File: src/rtl/cpu_pkg.sv
// Shared definitions for the instruction-fetch PC stage.
//   PC_SRC_*  : next-PC select codes driven by the branch resolver
//   RESET_PC  : architectural PC loaded on reset
//   NOP_INST  : instruction held in the decode register after reset (addi x0,x0,0)
//   ifu_state_e : fetch/execute loop states
package cpu_pkg;

  localparam logic [1:0] PC_SRC_SEQ  = 2'b00;
  localparam logic [1:0] PC_SRC_JAL  = 2'b01;
  localparam logic [1:0] PC_SRC_JALR = 2'b10;

  localparam logic [31:0] RESET_PC = 32'h8000_0000;
  localparam logic [31:0] NOP_INST = 32'h0000_0013;

  typedef enum logic [1:0] {
    REQ   = 2'd0,
    WAIT  = 2'd1,
    EXEC  = 2'd2,
    FAULT = 2'd3
  } ifu_state_e;

endpackage

File: src/rtl/next_pc_calc.sv
// Combinational next-PC generator.
//   pc       : PC of the executing instruction
//   pc_src   : 00 seq, 01 pc+imm, 10 rs1+imm (bit0 cleared), 11 treated as seq
//   imm      : sign-extended immediate
//   rs1_data : rs1 register value
//   nxt      : computed next PC (all adds wrap modulo 2^XLEN)
//   misalign : nxt is not 4-byte aligned
module next_pc_calc
  import cpu_pkg::*;
#(
  parameter int XLEN = 32
) (
  input  logic [XLEN-1:0] pc,
  input  logic [1:0]      pc_src,
  input  logic [XLEN-1:0] imm,
  input  logic [XLEN-1:0] rs1_data,
  output logic [XLEN-1:0] nxt,
  output logic            misalign
);

  logic [XLEN-1:0] seq_tgt;
  logic [XLEN-1:0] jal_tgt;
  logic [XLEN-1:0] jalr_sum;

  // Two's-complement addition handles the signed immediate; overflow wraps silently.
  assign seq_tgt  = pc + XLEN'(4);
  assign jal_tgt  = pc + imm;
  assign jalr_sum = rs1_data + imm;

  always_comb begin
    nxt = seq_tgt;
    case (pc_src)
      PC_SRC_JAL:  nxt = jal_tgt;
      PC_SRC_JALR: nxt = {jalr_sum[XLEN-1:1], 1'b0};
      default:     nxt = seq_tgt;
    endcase
  end

  // Bit 1 can still be set after JALR clears bit 0, and JAL can land anywhere.
  assign misalign = |nxt[1:0];

endmodule

File: src/rtl/ifu_pc_fsm.sv
// Instruction-fetch PC stage: multi-cycle fetch/execute loop.
// Holds the architectural PC, fetches over a valid/ready request channel,
// presents the instruction to decode until execute commits, then computes
// the next PC. Misaligned targets and bus errors park the block in a sticky
// FAULT state that only reset leaves.
//   clk, rst        : clock, synchronous active-high reset
//   pc_src/imm/rs1_data/commit : next-PC operands from execute/branch resolver
//   imem_req_*      : fetch request (valid/ready), address is the current PC
//   imem_resp_*     : fetch response data and bus-error flag
//   inst/inst_valid/pc : instruction and its PC presented to decode
//   fault/fault_pc  : sticky fault flag and offending address
module ifu_pc_fsm
  import cpu_pkg::*;
#(
  parameter int              XLEN     = 32,
  parameter logic [XLEN-1:0] RESET_PC = 32'h8000_0000
) (
  input  logic            clk,
  input  logic            rst,
  input  logic [1:0]      pc_src,
  input  logic [XLEN-1:0] imm,
  input  logic [XLEN-1:0] rs1_data,
  input  logic            commit,
  output logic            imem_req_valid,
  output logic [XLEN-1:0] imem_req_addr,
  input  logic            imem_req_ready,
  input  logic            imem_resp_valid,
  input  logic [31:0]     imem_resp_data,
  input  logic            imem_resp_err,
  output logic [31:0]     inst,
  output logic            inst_valid,
  output logic [XLEN-1:0] pc,
  output logic            fault,
  output logic [XLEN-1:0] fault_pc
);

  ifu_state_e      state_q, state_d;
  logic [XLEN-1:0] pc_q, pc_d;
  logic [31:0]     inst_q, inst_d;
  logic            fault_q, fault_d;
  logic [XLEN-1:0] fault_pc_q, fault_pc_d;

  logic [XLEN-1:0] nxt;
  logic            misalign;

  next_pc_calc #(
    .XLEN (XLEN)
  ) u_next_pc_calc (
    .pc       (pc_q),
    .pc_src   (pc_src),
    .imm      (imm),
    .rs1_data (rs1_data),
    .nxt      (nxt),
    .misalign (misalign)
  );

  always_ff @(posedge clk) begin
    if (rst) begin
      state_q    <= REQ;
      pc_q       <= RESET_PC;
      inst_q     <= NOP_INST;
      fault_q    <= 1'b0;
      fault_pc_q <= '0;
    end else begin
      state_q    <= state_d;
      pc_q       <= pc_d;
      inst_q     <= inst_d;
      fault_q    <= fault_d;
      fault_pc_q <= fault_pc_d;
    end
  end

  always_comb begin
    state_d    = state_q;
    pc_d       = pc_q;
    inst_d     = inst_q;
    fault_d    = fault_q;
    fault_pc_d = fault_pc_q;
    case (state_q)
      // Address is the held PC, so it stays stable until the handshake completes.
      REQ: begin
        if (imem_req_ready) state_d = WAIT;
      end
      WAIT: begin
        if (imem_resp_valid) begin
          if (imem_resp_err) begin
            fault_d    = 1'b1;
            fault_pc_d = pc_q;
            state_d    = FAULT;
          end else begin
            inst_d  = imem_resp_data;
            state_d = EXEC;
          end
        end
      end
      // A faulting target leaves pc pointing at the instruction that produced it.
      EXEC: begin
        if (commit) begin
          if (misalign) begin
            fault_d    = 1'b1;
            fault_pc_d = nxt;
            state_d    = FAULT;
          end else begin
            pc_d    = nxt;
            state_d = REQ;
          end
        end
      end
      FAULT: begin
        state_d = FAULT;
      end
      default: begin
        state_d = REQ;
      end
    endcase
  end

  // Handshake-facing flags decode from state only: no input-to-output paths.
  assign imem_req_valid = (state_q == REQ);
  assign inst_valid     = (state_q == EXEC);
  assign imem_req_addr  = pc_q;
  assign pc             = pc_q;
  assign inst           = inst_q;
  assign fault          = fault_q;
  assign fault_pc       = fault_pc_q;

endmodule

File: config.mk
export PLATFORM = sky130hd
export DESIGN_NAME = ifu_pc_fsm
export DESIGN_NICKNAME = d
export VERILOG_FILES = /design/src/rtl/cpu_pkg.sv /design/src/rtl/next_pc_calc.sv /design/src/rtl/ifu_pc_fsm.sv
export SDC_FILE = /design/constraint.sdc
export NUM_CORES = 1
export LEC_CHECK = 0
export ABC_AREA = 1
export ABC_CLOCK_PERIOD_IN_PS = 2040
export CORE_MARGIN = 2
export CORE_UTILIZATION = 39
export CTS_CLUSTER_DIAMETER = 60
export CTS_CLUSTER_SIZE = 40
export DETAILED_ROUTE_END_ITERATION = 6
export PLACE_DENSITY = 0.67
export SLEW_MARGIN = 5
export SYNTH_ARGS = -nofsm -noshare
export SYNTH_HDL_FRONTEND = slang
export SYNTH_HIERARCHICAL = 1
export SYNTH_SLANG_ARGS = --single-unit
File: constraint.sdc
create_clock -name clk -period 2.04 [get_ports clk]
set_input_delay 0.306 -clock clk [delete_from_list [all_inputs] [get_ports clk]]
set_output_delay 0.306 -clock clk [all_outputs]
set_load 0.1 [all_outputs]
-- Word level (Yosys, flattened, before mapping)
Index checks and enable logic that the tools add are counted.
- register bits: 99
- input port bits: 104
- output and inout bits: 131
- logic and storage cells: 44
- add/sub/neg operators: 3
- equality and inequality tests: 10
- mux-type cells: 17
- bitwise operators: 2
- reductions and logical operators: 7
- operators by type and width (kind ; count):
    32-bit 2-to-1 mux ; 4
    32-bit case mux with 2 select lines ; 2
    32-bit adder ; 2
    32-bit by 3-bit adder with 32-bit output, second input constant ; 1
    3-bit AND reduction ; 3
    2-bit 2-to-1 mux ; 4
    2-bit case mux with 4 select lines ; 1
    2-bit equality test, second input constant ; 3
    2-bit != test, second input constant ; 3
    1-bit 2-to-1 mux ; 5
    5-bit AND reduction ; 1
    2-bit by 1-bit equality test with 1-bit output, second input constant ; 2
    2-bit by 1-bit != test with 1-bit output, second input constant ; 2
    2-bit logical NOT ; 1
    1-bit inverter ; 2
    1-bit case mux with 2 select lines ; 1
    2-bit nonzero test ; 1
    2-bit OR reduction ; 1

-- Longest topological paths before layout
Gate-level depths: netlist of the first run.
- depth after elaboration: 6
- depth in mapped cells: 20
- gate-level depth less buffers: 20

-- Cells and area by module
Netlist of the first run, hierarchy kept.
- by module, submodules not included (module ; times used ; cells each ; area each (sq um) ; sequential area each (sq um)):
    next_pc_calc ; 1 ; 1296 ; 6129.6 ; 0.0
    ifu_pc_fsm ; 1 ; 651 ; 4339.2 ; 1981.9

-- Least setup slack after synthesis of the first run
No wires, ideal clock.
- kind: register to register
- start: register pc_q[0], in the netlist imem_req_addr[0]
- end: register fault_pc_q[16], in the netlist fault_pc[16]
- arrival: 2.840 ns
- slack: -0.913 ns
- stages on the path, launching flop included: 20
- period minus slack after synthesis: 2.953 ns
- path through: dfxtp_1 -> ha_1 -> inv_1 -> fa_1 -> inv_1 -> nand3_1 -> nand3_1 -> nand2_1 -> nand2_1 -> nand3_1 -> nand2_1 -> nand2_1 -> nand3_1 -> o21ai_0 -> nand2_1 -> nand2_1 -> nand2_1 -> nand2_1 -> nor2_1 -> nor2_1
- cells in the longest elaborated chain, start to end: 5
- elaborated cells between the ends (all ways): 9
- those cells by class: 2 x add/sub; 1 x eq/ne; 4 x mux; 2 x reduce/logical
- ends and longest elaborated chain (item ; RTL line ; text):
    from (decl) ; ifu_pc_fsm.sv:38 ; logic [XLEN-1:0] pc_q, pc_d;
    from (signal assigned) ; ifu_pc_fsm.sv:66 ; pc_q <= pc_d;
    32-bit by 3-bit adder with 32-bit output / 32-bit adder (equally long branches) ; next_pc_calc.sv:26, next_pc_calc.sv:27 ;
    32-bit case mux with 2 select lines (*) ; next_pc_calc.sv:32 ; case (pc_src)
    net nxt[16] ; ifu_pc_fsm.sv:43 ; logic [XLEN-1:0] nxt;
    32-bit 2-to-1 mux (*) ; ifu_pc_fsm.sv:99 ; if (misalign) begin
    32-bit 2-to-1 mux (*) ; ifu_pc_fsm.sv:98 ; if (commit) begin
    32-bit case mux with 2 select lines (*) ; ifu_pc_fsm.sv:79 ; case (state_q)
    to (signal assigned) ; ifu_pc_fsm.sv:69 ; fault_pc_q <= fault_pc_d;
    to (decl) ; ifu_pc_fsm.sv:41 ; logic [XLEN-1:0] fault_pc_q, fault_pc_d;
The timed path passes the listed nets; every way through them passes the cells marked *. The select of a mux whose other input is x is not followed.
A chain may end at the register's enable or synchronous reset.

-- Worst setup path in the final report of the first run
- start: register pc_q[0], in the netlist imem_req_addr[0]
- end: register fault_pc_q[13], in the netlist fault_pc[13]
- cells in the longest elaborated chain, start to end: 5
- elaborated cells between the ends (all ways): 9
- those cells by class: 2 x add/sub; 1 x eq/ne; 4 x mux; 2 x reduce/logical
- ends and longest elaborated chain (item ; RTL line ; text):
    32-bit by 3-bit adder with 32-bit output / 32-bit adder (equally long branches) ; next_pc_calc.sv:26, next_pc_calc.sv:27 ;
    32-bit case mux with 2 select lines (*) ; next_pc_calc.sv:32 ;
    2-bit OR reduction (*) ; next_pc_calc.sv:40 ; assign misalign = |nxt[1:0];
    net misalign ; ifu_pc_fsm.sv:44 ; logic misalign;
    2-bit by 1-bit != test with 1-bit output (no source line) (*) ; -- ;
    5-bit AND reduction (no source line) (*) ; -- ;
Marks and branches as above.

==> flow_summary.rst, run 1 <==
.. list-table::
   :header-rows: 1

   * - Metric
     - Value
   * - Global-route wire length before repair
     - 62,200 um
   * - Number of vias per cell after detailed routing
     - 4.83
   * - Total global routing track utilization
     - 27.4%
   * - Average size of a mapped cell
     - 5.38 sq um
   * - Post-synthesis sequential area ratio
     - 18.9%
   * - Final-report setup violation count
     - 67
   * - Clock input transition at the sequential cells of the worst setup and hold paths
     - 0.08 ns
   * - Worst-margin pin slew
     - 0.533 ns
   * - Via count of the first global-routing pass
     - 12,300
   * - Final-layout fill cell count
     - 2,555
   * - Cell depth of the worst min-delay path
     - 2
   * - Worst-Skew Late Latency
     - 0.36 ns
   * - Leading cell types by total area after synthesis
     - sky130_fd_sc_hd__nand2_1, sky130_fd_sc_hd__dfxtp_1, sky130_fd_sc_hd__inv_1, sky130_fd_sc_hd__nor2_1, sky130_fd_sc_hd__ha_1
   * - Overall routed net length
     - 40,100 um
   * - Wire length per cell
     - 14.8 um
   * - Maximum number of pins on one net before global-route repair
     - 43
   * - Violation count after the first detailed-routing iteration
     - 972
   * - Final hold violations
     - 0
   * - Dominant cell type by count on the critical path
     - sky130_fd_sc_hd__nor2_1
   * - Maximum ir drop on the vdd rail
     - 0.613 mV
   * - Clk buf depth
     - 2
   * - Result of the run
     - complete, but fails checks
   * - Crit path cell chain
     - ha_4 -> inv_2 -> fa_2 -> nand3b_1 -> nand4_1 -> nand3_1 -> nand2_2 -> nand3_4 -> clkbuf_16 -> nor2_1 -> nor2_1
   * - Setup Crit Path Kind
     - register to register
   * - Slowest cell on crit path
     - sky130_fd_sc_hd__fa_2
   * - Share of synthesized flip-flops with an asynchronous set or reset
     - 0%
   * - Violations in the final reports
     - negative setup slack
   * - LEAKAGE
     - 8.76 nW
   * - RSZ-0062 raised after global routing
     - true
   * - Wire length on met1
     - 16,900 um
   * - Highest layer used for signal routing
     - met4
   * - GP Congestion
     - 0.948
   * - Placed Cells incl. Taps
     - 2,675
   * - Post-Syn Nets
     - 2,117
   * - Power per unit of standard cell area
     - 700 nW/um^2
   * - Worst Hold Path EP
     - fault$_SDFFE_PP0P_
   * - Antenna cells
     - 0
   * - Total Negative Setup Slacks
     - -12.90 ns
   * - CTS tree
     - built
   * - Class of the tightest hold or removal check
     - register to register
   * - Final cell count without fillers
     - 2,702
   * - Least setup slack across all paths after layout
     - -0.241 ns
   * - Fraction of layout cells with a size suffix above 1
     - 28.2%
   * - Area of the die
     - 28,200 sq um
   * - Total Nets Final
     - 2,532
   * - Worst min-delay path startpoint
     - fault$_SDFFE_PP0P_
   * - Initial antenna violation count
     - 0
   * - Height of the die
     - 168 um
   * - Hold bufs inserted after CTS
     - 0
   * - Total congestion overflow
     - 0
   * - Ys flop type
     - sky130_fd_sc_hd__dfxtp_1
   * - H-tree lvl count
     - 3
   * - Overall die width
     - 168 um
   * - Total iterations of the first detailed-routing run
     - 5
   * - Register-to-register path setup slack
     - -0.24 ns
   * - Nature of the critical path startpoint
     - register
   * - Cells after Synth
     - 1,947
   * - Tightest slew margin relative to the limit
     - 64.4%
   * - Initial core utilization
     - 39.9%
   * - Number of flops mapped to enable cells by yosys
     - 0
   * - Worst Reg-to-Reg Cells
     - 11
   * - Cts bufs inserted
     - 9
   * - Worst hold margin
     - 0.476 ns
   * - Number of distinct standard cells referenced by the synthesized netlist
     - 41
   * - CP Capture Type
     - register
   * - Final slew viol count
     - 0
   * - Clock sink count
     - 99
   * - Count of state elements after synthesis
     - 99
   * - Number of I/O port buffers
     - 234
   * - Area of the mapped netlist
     - 10,500 sq um
   * - Estimated wirelength of the detail-placed design
     - 31,400 um
   * - Combined area of the multi-input logic cells
     - 8060 sq um
   * - F_max
     - 438 MHz
   * - Period Utilization, post-route
     - 112%
   * - Met3 wire length
     - 1930 um
   * - Delay of the slowest cell on the worst path
     - 0.42 ns
   * - Clk_skew
     - 0.0119 ns
   * - Placeable core area
     - 26,200 sq um
   * - Required time reported for the critical path endpoint
     - 2.29 ns
   * - Final period demand of the worst path
     - 2.28 ns
   * - Root buf cell
     - sky130_fd_sc_hd__clkbuf_16
   * - Area Overhead vs Synth
     - 53.9%
   * - Post-detailed-route DRC marker count
     - 0
   * - I/O Pins
     - 235
   * - Max FO, Critical Path
     - 17
   * - Cell accounting for the most synthesized area
     - sky130_fd_sc_hd__nand2_1
   * - DRT antenna net count
     - 0
   * - WL met2
     - 19,400 um
   * - Number of rows created at floorplan
     - 59
   * - Critical Path AT
     - 2.53 ns
   * - Share of the synthesized area in the top cell type
     - 26.2%
   * - Reg2reg start
     - imem_req_addr[0]$_SDFFE_PP0P_
   * - Critical register-to-register path endpoint
     - fault_pc[13]$_SDFFE_PP0P_
   * - Count of warnings emitted by yosys
     - 6
   * - Max Cap Violations
     - 0
   * - Routed via count
     - 13,000
   * - Area occupied by registers
     - 2100 sq um
==> per-layer routing <==
| metal | track usage (%) | vias up |
|---|---|---|
| li1 | - | 6754 |
| met1 | 33.4 | 5786 |
| met2 | 49.0 | 409 |
| met3 | 2.75 | 95 |
| met4 | 11.8 | 0 |
| met5 | 0 | - |
==> kinds of logic (layout without fill, tap and decap cells) <==
| kind of cell | Yosys count | in the layout | share of synthesized area (%) |
|---|---|---|---|
| AND/OR/NAND/NOR | 1187 | 1187 | 46.3 |
| buffers and inverters | 389 | 809 | 15.7 |
| AO/OA/AOI/OAI | 184 | 184 | 9.13 |
| flip-flops | 99 | 99 | 18.9 |
| adder cells (fa/ha/maj) | 66 | 66 | 8.03 |
| XOR/XNOR | 22 | 22 | 1.91 |
==> how the worst max path moves through the flow <==
stage / from / endpoint / slack [ns]
global placement: imm[0] / fault_pc[16]$_SDFFE_PP0P_ / -0.80
finish: imem_req_addr[0]$_SDFFE_PP0P_ / fault_pc[13]$_SDFFE_PP0P_ / -0.24
global route: imem_req_addr[0]$_SDFFE_PP0P_ / fault_pc[30]$_SDFFE_PP0P_ / -0.35
CTS: imem_req_addr[0]$_SDFFE_PP0P_ / imem_req_addr[21]$_SDFFE_PP0P_ / -0.24
floorplan: imem_req_addr[0]$_SDFFE_PP0P_ / fault_pc[22]$_SDFFE_PP0P_ / -0.19
detailed placement: imm[0] / fault_pc[16]$_SDFFE_PP0P_ / -0.85
==> registers in the layout, indices dropped and copies added, names as in the netlist <==
name / count
imem_req_addr: 32
inst: 32
fault: 1
fault_pc: 32
state_q: 2
==> area by class of cell <==
cell class	count	share of cell area, %
clock inverter	7	0.567
inverter	311	7.28
timing repair buffer	482	25.1
clock buffer	9	1.40
sequential	99	13.0
multi-input combinational	1459	50.0
tap	335	2.60
==> placed cells by master, fill, tap and decap left out, types with 3 or more instances in the layout <==
master and n:
sky130_fd_sc_hd__xor2_1 12, sky130_fd_sc_hd__ha_1 14, sky130_fd_sc_hd__dlygate4sd2_1 37, sky130_fd_sc_hd__o21bai_1 5, sky130_fd_sc_hd__nand2_4 7, sky130_fd_sc_hd__nand3_2 19, sky130_fd_sc_hd__nor2_1 231, sky130_fd_sc_hd__or2_2 4
sky130_fd_sc_hd__xnor2_1 9, sky130_fd_sc_hd__buf_12 11, sky130_fd_sc_hd__buf_6 3, sky130_fd_sc_hd__nand2_2 58, sky130_fd_sc_hd__nand3_4 3, sky130_fd_sc_hd__a21oi_1 52, sky130_fd_sc_hd__nand2_1 676, sky130_fd_sc_hd__o21ai_0 56
sky130_fd_sc_hd__inv_1 296, sky130_fd_sc_hd__nor2_2 34, sky130_fd_sc_hd__nand3b_1 11, sky130_fd_sc_hd__dfxtp_4 31, sky130_fd_sc_hd__a21oi_2 16, sky130_fd_sc_hd__nor2_4 18, sky130_fd_sc_hd__nand3_1 88, sky130_fd_sc_hd__buf_4 361
sky130_fd_sc_hd__nand4_1 12, sky130_fd_sc_hd__ha_4 50, sky130_fd_sc_hd__clkinv_8 3, sky130_fd_sc_hd__inv_2 13, sky130_fd_sc_hd__dfxtp_1 68, sky130_fd_sc_hd__o21ai_2 10, sky130_fd_sc_hd__dlymetal6s2s_1 5, sky130_fd_sc_hd__and3_1 3
sky130_fd_sc_hd__clkdlybuf4s50_1 61, sky130_fd_sc_hd__nor3_1 12, sky130_fd_sc_hd__o21ai_1 35, sky130_fd_sc_hd__and2_1 5, sky130_fd_sc_hd__clkbuf_16 12
==> critical path, delay by kind of cell, from the launching register on <==
| kind | cells | cell delay (ns) |
|---|---|---|
| and+or+nand+nor | 7 | 0.94 |
| DFF | 1 | 0.37 |
| buffers and inverters | 2 | 0.29 |
| adders and majority gates | 2 | 0.58 |
==> per-stage QoR <==
| step | instance area (sq um) | setup slack, ns | power (W) | utilization, % |
|---|---|---|---|---|
| after floorplan | 10800 | -0.195 | 0.00710 | - |
| after global placement | 14600 | -0.796 | 0.00897 | 55.8 |
| after detailed placement | 14600 | -0.847 | 0.00903 | 55.8 |
| after CTS | 15600 | -0.242 | 0.0110 | 59.4 |
| after global routing | 16100 | -0.348 | 0.0119 | 61.5 |
| final | 16100 | -0.241 | 0.0113 | 61.5 |
==> timing repair <==
action	in CTS	in global routing
gates cloned	0	3
pin swaps	28	37
resized for setup	140	128
endpoints found under the hold margin	0	0
buffers inserted	4	4
setup endpoints to repair	67	68
==> power by group <==
| part | switching (W) | total, W | internal, W |
|---|---|---|---|
| Clock | 0.000922 | 0.00181 | 0.000889 |
| Combinational | 0.00487 | 0.00704 | 0.00217 |
| Sequential | 0.000211 | 0.00243 | 0.00222 |
| Total | 0.00601 | 0.0113 | 0.00528 |
==> Yosys cell counts, types with 2 or more instances <==
library cell / count
sky130_fd_sc_hd__a21o_1: 2
sky130_fd_sc_hd__a31oi_1: 4
sky130_fd_sc_hd__dfxtp_1: 99
sky130_fd_sc_hd__xor2_1: 12
sky130_fd_sc_hd__nand3_1: 109
sky130_fd_sc_hd__nor3_1: 13
sky130_fd_sc_hd__buf_4: 37
sky130_fd_sc_hd__a21oi_1: 68
sky130_fd_sc_hd__nand2_2: 6
sky130_fd_sc_hd__o21bai_1: 5
sky130_fd_sc_hd__and3_1: 3
sky130_fd_sc_hd__buf_1: 4
sky130_fd_sc_hd__nor2_4: 6
sky130_fd_sc_hd__fa_1: 2
sky130_fd_sc_hd__and2_1: 6
sky130_fd_sc_hd__nand4_1: 12
sky130_fd_sc_hd__o21ai_0: 96
sky130_fd_sc_hd__buf_2: 8
sky130_fd_sc_hd__nor2_2: 2
sky130_fd_sc_hd__nor2_1: 275
sky130_fd_sc_hd__nor2_8: 2
sky130_fd_sc_hd__inv_1: 304
sky130_fd_sc_hd__nand2_4: 4
sky130_fd_sc_hd__buf_6: 4
sky130_fd_sc_hd__o21ai_1: 5
sky130_fd_sc_hd__inv_2: 6
sky130_fd_sc_hd__nand3b_1: 11
sky130_fd_sc_hd__ha_1: 64
sky130_fd_sc_hd__nand2_1: 731
sky130_fd_sc_hd__or2_2: 4
sky130_fd_sc_hd__xnor2_1: 9
sky130_fd_sc_hd__clkbuf_1: 25
Note: power is estimated with default switching activity, not from simulation.
==> inputs of run 2 (changes only) <==
--- a/config.mk
+++ b/config.mk
@@ -12,9 +12,8 @@
 export CTS_CLUSTER_DIAMETER = 60
 export CTS_CLUSTER_SIZE = 40
 export DETAILED_ROUTE_END_ITERATION = 6
-export PLACE_DENSITY = 0.67
-export SLEW_MARGIN = 5
+export PLACE_DENSITY = 0.68
+export SLEW_MARGIN = 20
 export SYNTH_ARGS = -nofsm -noshare
 export SYNTH_HDL_FRONTEND = slang
-export SYNTH_HIERARCHICAL = 1
 export SYNTH_SLANG_ARGS = --single-unit
==> constraint.sdc (replaced) <==
create_clock -name clk -period 2.04 [get_ports clk]
set_input_delay 0.306 -clock clk [delete_from_list [all_inputs] [get_ports clk]]
set_output_delay 0.306 -clock clk [all_outputs]
set_load 0.005 [all_outputs]
==> flow_summary.rst, run 2 <==
.. list-table::
   :header-rows: 1

   * - Metric
     - Value
   * - Cell depth of the worst min-delay path
     - 2 (unchanged)
   * - Least setup slack across all paths after layout
     - -0.320 ns (-0.0787 ns)
   * - Ys flop type
     - sky130_fd_sc_hd__dfxtp_1
   * - Height of the die
     - 163 um (-2.7%)
   * - Fraction of layout cells with a size suffix above 1
     - 25.7% (-2.6 points)
   * - Max Cap Violations
     - 0 (unchanged)
   * - Crit path cell chain
     - ha_4 -> inv_2 -> fa_1 -> nor2_1 -> o22ai_2 -> nand2_1 -> nor2_1 -> inv_2 -> nor2_4 -> buf_8 -> buf_12 -> o21ai_2 -> a21oi_2
   * - Share of synthesized flip-flops with an asynchronous set or reset
     - 0% (unchanged)
   * - Clk_skew
     - 0.0132 ns (+0.00130 ns)
   * - Delay of the slowest cell on the worst path
     - 0.48 ns (+0.06 ns)
   * - CP Capture Type
     - register
   * - Critical Path AT
     - 2.64 ns (+0.11 ns)
   * - Leading cell type in the layout, fill and taps excluded
     - sky130_fd_sc_hd__nand2_1
   * - RSZ-0062 raised after global routing
     - true
   * - Share of the synthesized area in the top cell type
     - 20.0% (-6.2 points)
   * - Worst Reg-to-Reg Cells
     - 13 (+2)
   * - Power, Total
     - 0.00889 W (-21%)
   * - Cells after Synth
     - 1,764 (-9.4%)
   * - Reg2reg start
     - imem_req_addr[0]$_SDFFE_PP0P_
   * - Area of the mapped netlist
     - 9900 sq um (-5.4%)
   * - Power per unit of standard cell area
     - 550 nW/um^2 (-22%)
   * - Wire length per cell
     - 17.5 um (+18%)
   * - Maximum number of pins on one net before global-route repair
     - 38 (-12%)
   * - Setup Crit Path Kind
     - register to register
   * - Overall die width
     - 163 um (-2.7%)
   * - Number of rows created at floorplan
     - 58 (-1.7%)
   * - Count of state elements after synthesis
     - 99 (unchanged)
   * - LEAKAGE
     - 7.72 nW (-12%)
   * - Total congestion overflow
     - 0 (unchanged)
   * - Count of warnings emitted by yosys
     - 0 (-6)
   * - Overall routed net length
     - 44,400 um (+11%)
   * - Total global routing track utilization
     - 32.1% (+4.7 points)
   * - Clk buf depth
     - 2 (unchanged)
   * - Estimated wirelength of the detail-placed design
     - 33,800 um (+7.7%)
   * - Hold bufs inserted after CTS
     - 0 (unchanged)
   * - Routed via count
     - 13,200 (+0.84%)
   * - GP Congestion
     - 0.976 (+3.0%)
   * - Max FO, Critical Path
     - 7 (-10)
   * - CTS tree
     - built
   * - Via count of the first global-routing pass
     - 12,600 (+2.3%)
   * - Final-report setup violation count
     - 65 (-3.0%)
   * - Required time reported for the critical path endpoint
     - 2.32 ns (+0.03 ns)
   * - H-tree lvl count
     - 3 (unchanged)
   * - Slowest cell on crit path
     - sky130_fd_sc_hd__fa_1
   * - F_max
     - 424 MHz (-3.3%)
   * - Worst Hold Path EP
     - inst[0]$_SDFFE_PP1P_
   * - Clock input transition at the sequential cells of the worst setup and hold paths
     - 0.07 ns (about the same)
   * - Total Negative Setup Slacks
     - -15.40 ns (-2.50 ns)
   * - Tightest slew margin relative to the limit
     - 60.4% (-4.0 points)
   * - Leading cell types by total area after synthesis
     - sky130_fd_sc_hd__dfxtp_1, sky130_fd_sc_hd__nand2_1, sky130_fd_sc_hd__inv_1, sky130_fd_sc_hd__ha_1, sky130_fd_sc_hd__a21oi_1
   * - Initial core utilization
     - 39.6% (-0.39 points)
   * - I/O Pins
     - 235 (unchanged)
   * - Leading cell types in the layout, fill and taps excluded
     - sky130_fd_sc_hd__nand2_1, sky130_fd_sc_hd__inv_1, sky130_fd_sc_hd__buf_4
   * - Critical register-to-register path endpoint
     - imem_req_addr[25]$_SDFFE_PP0P_
   * - Result of the run
     - complete, but fails checks
   * - Number of flops mapped to enable cells by yosys
     - 0 (unchanged)
   * - Global-route wire length before repair
     - 66,800 um (+7.4%)
   * - Nature of the critical path startpoint
     - register
   * - Initial antenna violation count
     - 0 (unchanged)
   * - Area Overhead vs Synth
     - 63.3%
   * - Worst-Skew Late Latency
     - 0.36 ns (about the same)
   * - Number of vias per cell after detailed routing
     - 5.20 (+7.7%)
   * - Final slew viol count
     - 0 (unchanged)
   * - Placeable core area
     - 25,000 sq um (-4.5%)
   * - Post-synthesis sequential area ratio
     - 20.0% (+1.1 points)
   * - Post-Syn Nets
     - 1,934 (-8.6%)
   * - Total Nets Final
     - 2,366 (-6.6%)
   * - Cts bufs inserted
     - 9 (unchanged)
   * - Total iterations of the first detailed-routing run
     - 5 (unchanged)
   * - Worst-margin pin slew
     - 0.589 ns (+0.0562 ns)
   * - Clock sink count
     - 99 (unchanged)
   * - Maximum ir drop on the vdd rail
     - 0.633 mV (+3.3%)
   * - Cell accounting for the most synthesized area
     - sky130_fd_sc_hd__dfxtp_1
   * - DRT antenna net count
     - 0 (unchanged)
   * - Root buf cell
     - sky130_fd_sc_hd__clkbuf_16
   * - Antenna cells
     - 0 (unchanged)
   * - Number of I/O port buffers
     - 234 (unchanged)
   * - Final hold violations
     - 0 (unchanged)
   * - Worst min-delay path startpoint
     - inst[0]$_SDFFE_PP1P_
   * - Final period demand of the worst path
     - 2.36 ns (+0.0787 ns)
   * - Register-to-register path setup slack
     - -0.32 ns (-0.08 ns)
   * - Most common library cells after synthesis
     - sky130_fd_sc_hd__nand2_1, sky130_fd_sc_hd__inv_1, sky130_fd_sc_hd__nor2_1
   * - Average size of a mapped cell
     - 5.61 sq um (+4.4%)
   * - Violation count after the first detailed-routing iteration
     - 1,088 (+12%)
   * - Period Utilization, post-route
     - 116% (+3.9 points)
   * - Class of the tightest hold or removal check
     - register to register
   * - Area of the die
     - 26,700 sq um (-5.3%)
   * - Most instantiated library cell after synthesis
     - sky130_fd_sc_hd__nand2_1
   * - Post-detailed-route DRC marker count
     - 0 (unchanged)
   * - Final-layout fill cell count
     - 2,321 (-9.2%)
   * - Number of distinct standard cells referenced by the synthesized netlist
     - 43 (+4.9%)
   * - Violations in the final reports
     - negative setup slack
==> run 2: how the worst max path moves through the flow <==
| stage | from | endpoint |
|---|---|---|
| 2_1_floorplan | imem_req_addr[0]$_SDFFE_PP0P_ | imem_req_addr[10]$_SDFFE_PP0P_ |
| 3_3_place_gp | imm[0] | fault_pc[0]$_SDFFE_PP0P_ |
| 3_5_place_dp | imm[0] | fault_pc[1]$_SDFFE_PP0P_ |
| 4_1_cts | imem_req_addr[0]$_SDFFE_PP0P_ | fault_pc[3]$_SDFFE_PP0P_ |
| 5_1_grt | imem_req_addr[0]$_SDFFE_PP0P_ | imem_req_addr[14]$_SDFFE_PP0P_ |
| 6_report | imem_req_addr[0]$_SDFFE_PP0P_ | imem_req_addr[25]$_SDFFE_PP0P_ |
==> run 2: routing by layer <==
metal,wire length (um),track usage (%)
met5,0,0
met4,1610,11.0
met3,4210,6.17
met1,18200,41.1
met2,20400,53.8
==> run 2: cell type report <==
| class | instances | area [sq um] | area share (%) |
|---|---|---|---|
| timing repair inverter | 7 | 113 | 0.696 |
| clock inverter | 5 | 88.8 | 0.549 |
| multi-input combinational | 1317 | 7850 | 48.5 |
| tap | 330 | 413 | 2.55 |
| inverter | 269 | 1040 | 6.44 |
| sequential | 99 | 1990 | 12.3 |
| clock buffer | 11 | 253 | 1.56 |
| timing repair buffer | 493 | 4430 | 27.4 |
==> run 2: worst max-delay path: cells and delay by family, from the launching register on <==
| kind | cells | cell delay [ns] |
|---|---|---|
| compound gates | 3 | 0.45 |
| flops | 1 | 0.36 |
| fa+ha+maj | 2 | 0.60 |
| buf+inv | 4 | 0.42 |
| simple gates | 4 | 0.44 |
==> run 2: cell families after synthesis <==
family          synth area share (%)
compound gates                  16.5
xor+xnor                       0.973
fa+ha+maj                       8.49
buf+inv                         14.7
flops                           20.0
simple gates                    39.4
==> run 2: report_power, final <==
group	internal (W)	switching [W]	total (W)
combinational	0.00209	0.00241	0.00450
sequential	0.00219	0.000229	0.00242
clock	0.00116	0.000812	0.00197
==> run 2: timing repair <==
item	CTS	global route
gates cloned	7	2
resized for setup	271	125
endpoints found under the setup margin	67	67
pin swaps	43	22
buffers inserted	11	4
==> run 2: per-stage QoR <==
stage,std cells,instance area (sq um),setup slack [ns],hold slack (ns),utilization (%)
after global routing,2531,16200,-0.389,0.493,64.6
after detailed placement,2491,14100,-1.06,0.450,56.3
after floorplan,1764,9930,-0.0140,0.432,-
after global placement,2491,14100,-0.927,0.438,56.3
after CTS,2525,15600,-0.238,0.471,62.4
final,2531,16200,-0.320,0.465,64.6
==> inputs of run 3 (changes only) <==
--- a/config.mk
+++ b/config.mk
@@ -12,7 +12,7 @@
 export CTS_CLUSTER_DIAMETER = 60
 export CTS_CLUSTER_SIZE = 40
 export DETAILED_ROUTE_END_ITERATION = 6
-export PLACE_DENSITY = 0.68
+export DONT_BUFFER_PORTS = 1
 export SLEW_MARGIN = 20
 export SYNTH_ARGS = -nofsm -noshare
 export SYNTH_HDL_FRONTEND = slang
==> flow_summary.rst, run 3 (synthesis gave the netlist of run 2 again) <==
.. list-table::
   :header-rows: 1

   * - Metric
     - Value
   * - Clock sink count
     - 99 (unchanged)
   * - Cts bufs inserted
     - 9 (unchanged)
   * - Clk_skew
     - 0.0155 ns (+0.00232 ns)
   * - Total congestion overflow
     - 0 (unchanged)
   * - I/O Pins
     - 235 (unchanged)
   * - Total placed instance area
     - 11,600 sq um (-18%)
   * - Final cell count without fillers
     - 2,273 (-10%)
   * - Total Nets Final
     - 2,108 (-11%)
   * - Result of the run
     - complete, but fails checks
   * - Dominant cell type by count on the critical path
     - sky130_fd_sc_hd__inv_2
   * - Height of the die
     - 163 um (unchanged)
   * - Root buf cell
     - sky130_fd_sc_hd__clkbuf_16
   * - Via count of the first global-routing pass
     - 11,000 (-13%)
   * - Estimated wirelength of the detail-placed design
     - 31,500 um (-6.9%)
   * - Overall die width
     - 163 um (unchanged)
   * - Violation count after the first detailed-routing iteration
     - 1,030 (-5.3%)
   * - Number of vias per cell after detailed routing
     - 5.21 (+0.22%)
   * - CTS tree
     - built
   * - Class of the tightest hold or removal check
     - input port to register
   * - Overall routed net length
     - 40,800 um (-8.0%)
   * - Placed Cells incl. Taps
     - 2,231 (-10%)
   * - Relative contribution of the clock network to total power
     - 23.9% (+1.7 points)
   * - Initial core utilization
     - 39.6% (unchanged)
   * - LEAKAGE
     - 6.56 nW (-15%)
   * - Wire length per cell
     - 18.0 um (+2.5%)
   * - Sum of buffers and inverters on the critical path
     - 5 (+1)
   * - Post-detailed-route DRC marker count
     - 0 (unchanged)
   * - Sw frac
     - 41.1% (+2.2 points)
   * - Post-layout instance area
     - 12,600 sq um (-22%)
   * - Cell internal pwr
     - 0.00434 W (-20%)
   * - Max Cap Violations
     - 0 (unchanged)
   * - Maximum number of pins on one net before global-route repair
     - 71 (+87%)
   * - Number of I/O port buffers
     - 0 (-100%)
   * - Initial antenna violation count
     - 0 (unchanged)
   * - Area Overhead vs Synth
     - 27.6%
   * - RSZ-0062 raised after global routing
     - true
   * - Power, Total
     - 0.00737 W (-17%)
   * - Power per unit of standard cell area
     - 583 nW/um^2 (+6.1%)
   * - Final slew viol count
     - 0 (unchanged)
   * - Leading cell types in the layout, fill and taps excluded
     - sky130_fd_sc_hd__nand2_1, sky130_fd_sc_hd__inv_1, sky130_fd_sc_hd__buf_4
   * - Violations in the final reports
     - negative setup slack
   * - Global-route wire length before repair
     - 61,500 um (-7.9%)
   * - Crit path cell chain
     - ha_4 -> inv_2 -> fa_1 -> nor2_2 -> o22ai_4 -> nand2_1 -> nor2_2 -> inv_2 -> nor2_4 -> buf_6 -> buf_12 -> o21ai_2 -> o21bai_4 -> inv_2
   * - H-tree lvl count
     - 3 (unchanged)
   * - Total iterations of the first detailed-routing run
     - 6 (+1)
   * - Post-placement setup slack
     - -0.361 ns (+0.703 ns)
   * - Final-report setup violation count
     - 66 (+1.5%)
   * - Psw
     - 0.00303 W (-12%)
   * - Total global routing track utilization
     - 30.0% (-2.1 points)
   * - Required time reported for the critical path endpoint
     - 2.35 ns (+0.03 ns)
   * - Final hold violations
     - 0 (unchanged)
   * - Worst-margin pin slew
     - 0.541 ns (-0.0477 ns)
   * - Final period demand of the worst path
     - 2.32 ns (-0.0371 ns)
   * - Cell class contributing the biggest share of worst-path delay
     - adder cells
   * - Antenna cells
     - 0 (unchanged)
   * - Leading cell type in the layout, fill and taps excluded
     - sky130_fd_sc_hd__nand2_1
   * - Maximum ir drop on the vdd rail
     - 0.414 mV (-35%)
   * - Delay of the slowest cell on the worst path
     - 0.49 ns (about the same)
   * - Worst-Skew Late Latency
     - 0.37 ns (about the same)
   * - Worst hold margin
     - 0.0399 ns (-0.425 ns)
   * - Comb power frac
     - 42.8% (-7.8 points)
   * - Reg power frac
     - 33.3% (+6.1 points)
   * - Area of the die
     - 26,700 sq um (unchanged)
   * - GP Congestion
     - 0.942 (-3.5%)
   * - Nature of the critical path startpoint
     - register
   * - F_max
     - 431 MHz (+1.6%)
   * - Period Utilization, post-route
     - 114% (-1.8 points)
   * - DRT antenna net count
     - 0 (unchanged)
   * - Placeable core area
     - 25,000 sq um (unchanged)
   * - Clock input transition at the sequential cells of the worst setup and hold paths
     - 0.09 ns (+0.02 ns)
   * - Critical Path AT
     - 2.63 ns (about the same)
   * - Tightest slew margin relative to the limit
     - 63.5% (+3.1 points)
   * - Slowest cell on crit path
     - sky130_fd_sc_hd__fa_1
   * - Least setup slack across all paths after layout
     - -0.283 ns (+0.0371 ns)
   * - Number of rows created at floorplan
     - 58 (unchanged)
   * - CP Capture Type
     - register
   * - Setup Crit Path Kind
     - register to register
   * - Fraction of layout cells with a size suffix above 1
     - 19.5% (-6.2 points)
   * - Max FO, Critical Path
     - 5 (-2)
   * - Routed via count
     - 11,800 (-10%)
   * - Clk buf depth
     - 2 (unchanged)
[run 3: cell count changes in the layout (fill, tap and decap cells not counted), moves of 27 or more]
cell / before / now
sky130_fd_sc_hd__clkdlybuf4s50_1: 198 / 0
sky130_fd_sc_hd__ha_1: 19 / 60
sky130_fd_sc_hd__ha_4: 45 / 4
sky130_fd_sc_hd__o21ai_0: 68 / 103
sky130_fd_sc_hd__nand2_1: 480 / 512
sky130_fd_sc_hd__dlygate4sd2_1: 31 / 0
sky130_fd_sc_hd__nand2_2: 52 / 21
sky130_fd_sc_hd__o21ai_2: 36 / 8
sky130_fd_sc_hd__buf_4: 242 / 215
[run 3: final timing paths]
path | startpoint | endpoint | slack (ns) | cells past startpoint
worst min-delay path | rst | imem_req_addr[31]$_SDFFE_PP1P_ | 0.04 | 2
worst max register to register | imem_req_addr[0]$_SDFFE_PP0P_ | imem_req_addr[28]$_SDFFE_PP0P_ | -0.28 | 14
worst max-delay path | imem_req_addr[0]$_SDFFE_PP0P_ | imem_req_addr[28]$_SDFFE_PP0P_ | -0.28 | 14
worst min register to register | inst[0]$_SDFFE_PP1P_ | inst[0]$_SDFFE_PP1P_ | 0.50 | 2
[run 3: timing repair]
item	in CTS	in global routing
hold buffers	1	0
setup buffers	14	6
setup endpoints to repair	65	89
pin swaps	14	13
resized for setup	75	70
gates cloned	9	2
hold endpoints to repair	6	0
[run 3: routing by layer]
metal	routed length, um	vias up	track usage (%)
met1	17600	5266	39.5
met3	4040	54	7.97
met2	18200	551	48.3
met4	1010	0	8.09
li1	-	5968	-
met5	0	-	0
[run 3: area by class of cell]
class | count | area [sq um]
tap | 330 | 413
timing repair buffer | 240 | 2030
sequential | 99 | 1990
fill | 2633 | 12400
clock inverter | 7 | 77.6
timing repair inverter | 2 | 18.8
inverter | 269 | 1030
clock buffer | 9 | 225
multi-input combinational | 1317 | 6850
[run 3: metrics by stage]
stage               util (%)  setup TNS (ns)
floorplan                  -          -0.151
global placement        46.1          -14.47
detailed placement      46.1          -15.99
CTS                     49.7          -14.09
global route            50.5          -21.86
finish                  50.5          -12.92
[run 3: worst register-to-register path, cell delays in order, from the launching register on]
cell and delay, ns:
sky130_fd_sc_hd__dfxtp_4 0.37, sky130_fd_sc_hd__ha_4 0.13, sky130_fd_sc_hd__inv_2 0.03, sky130_fd_sc_hd__fa_1 0.49, sky130_fd_sc_hd__nor2_2 0.06, sky130_fd_sc_hd__o22ai_4 0.16
sky130_fd_sc_hd__nand2_1 0.09, sky130_fd_sc_hd__nor2_2 0.12, sky130_fd_sc_hd__inv_2 0.06, sky130_fd_sc_hd__nor2_4 0.15, sky130_fd_sc_hd__buf_6 0.16, sky130_fd_sc_hd__buf_12 0.14
sky130_fd_sc_hd__o21ai_2 0.07, sky130_fd_sc_hd__o21bai_4 0.19, sky130_fd_sc_hd__inv_2 0.05
[run 3: power groups by stage]
stage	Clock (W)	Sequential [W]	Combinational, W
after global routing	0.00187	0.00248	0.00346
final	0.00176	0.00245	0.00316
after CTS	0.00180	0.00245	0.00303
after floorplan	0	0.00241	0.00168
after detailed placement	0	0.00249	0.00272
after global placement	0	0.00250	0.00270
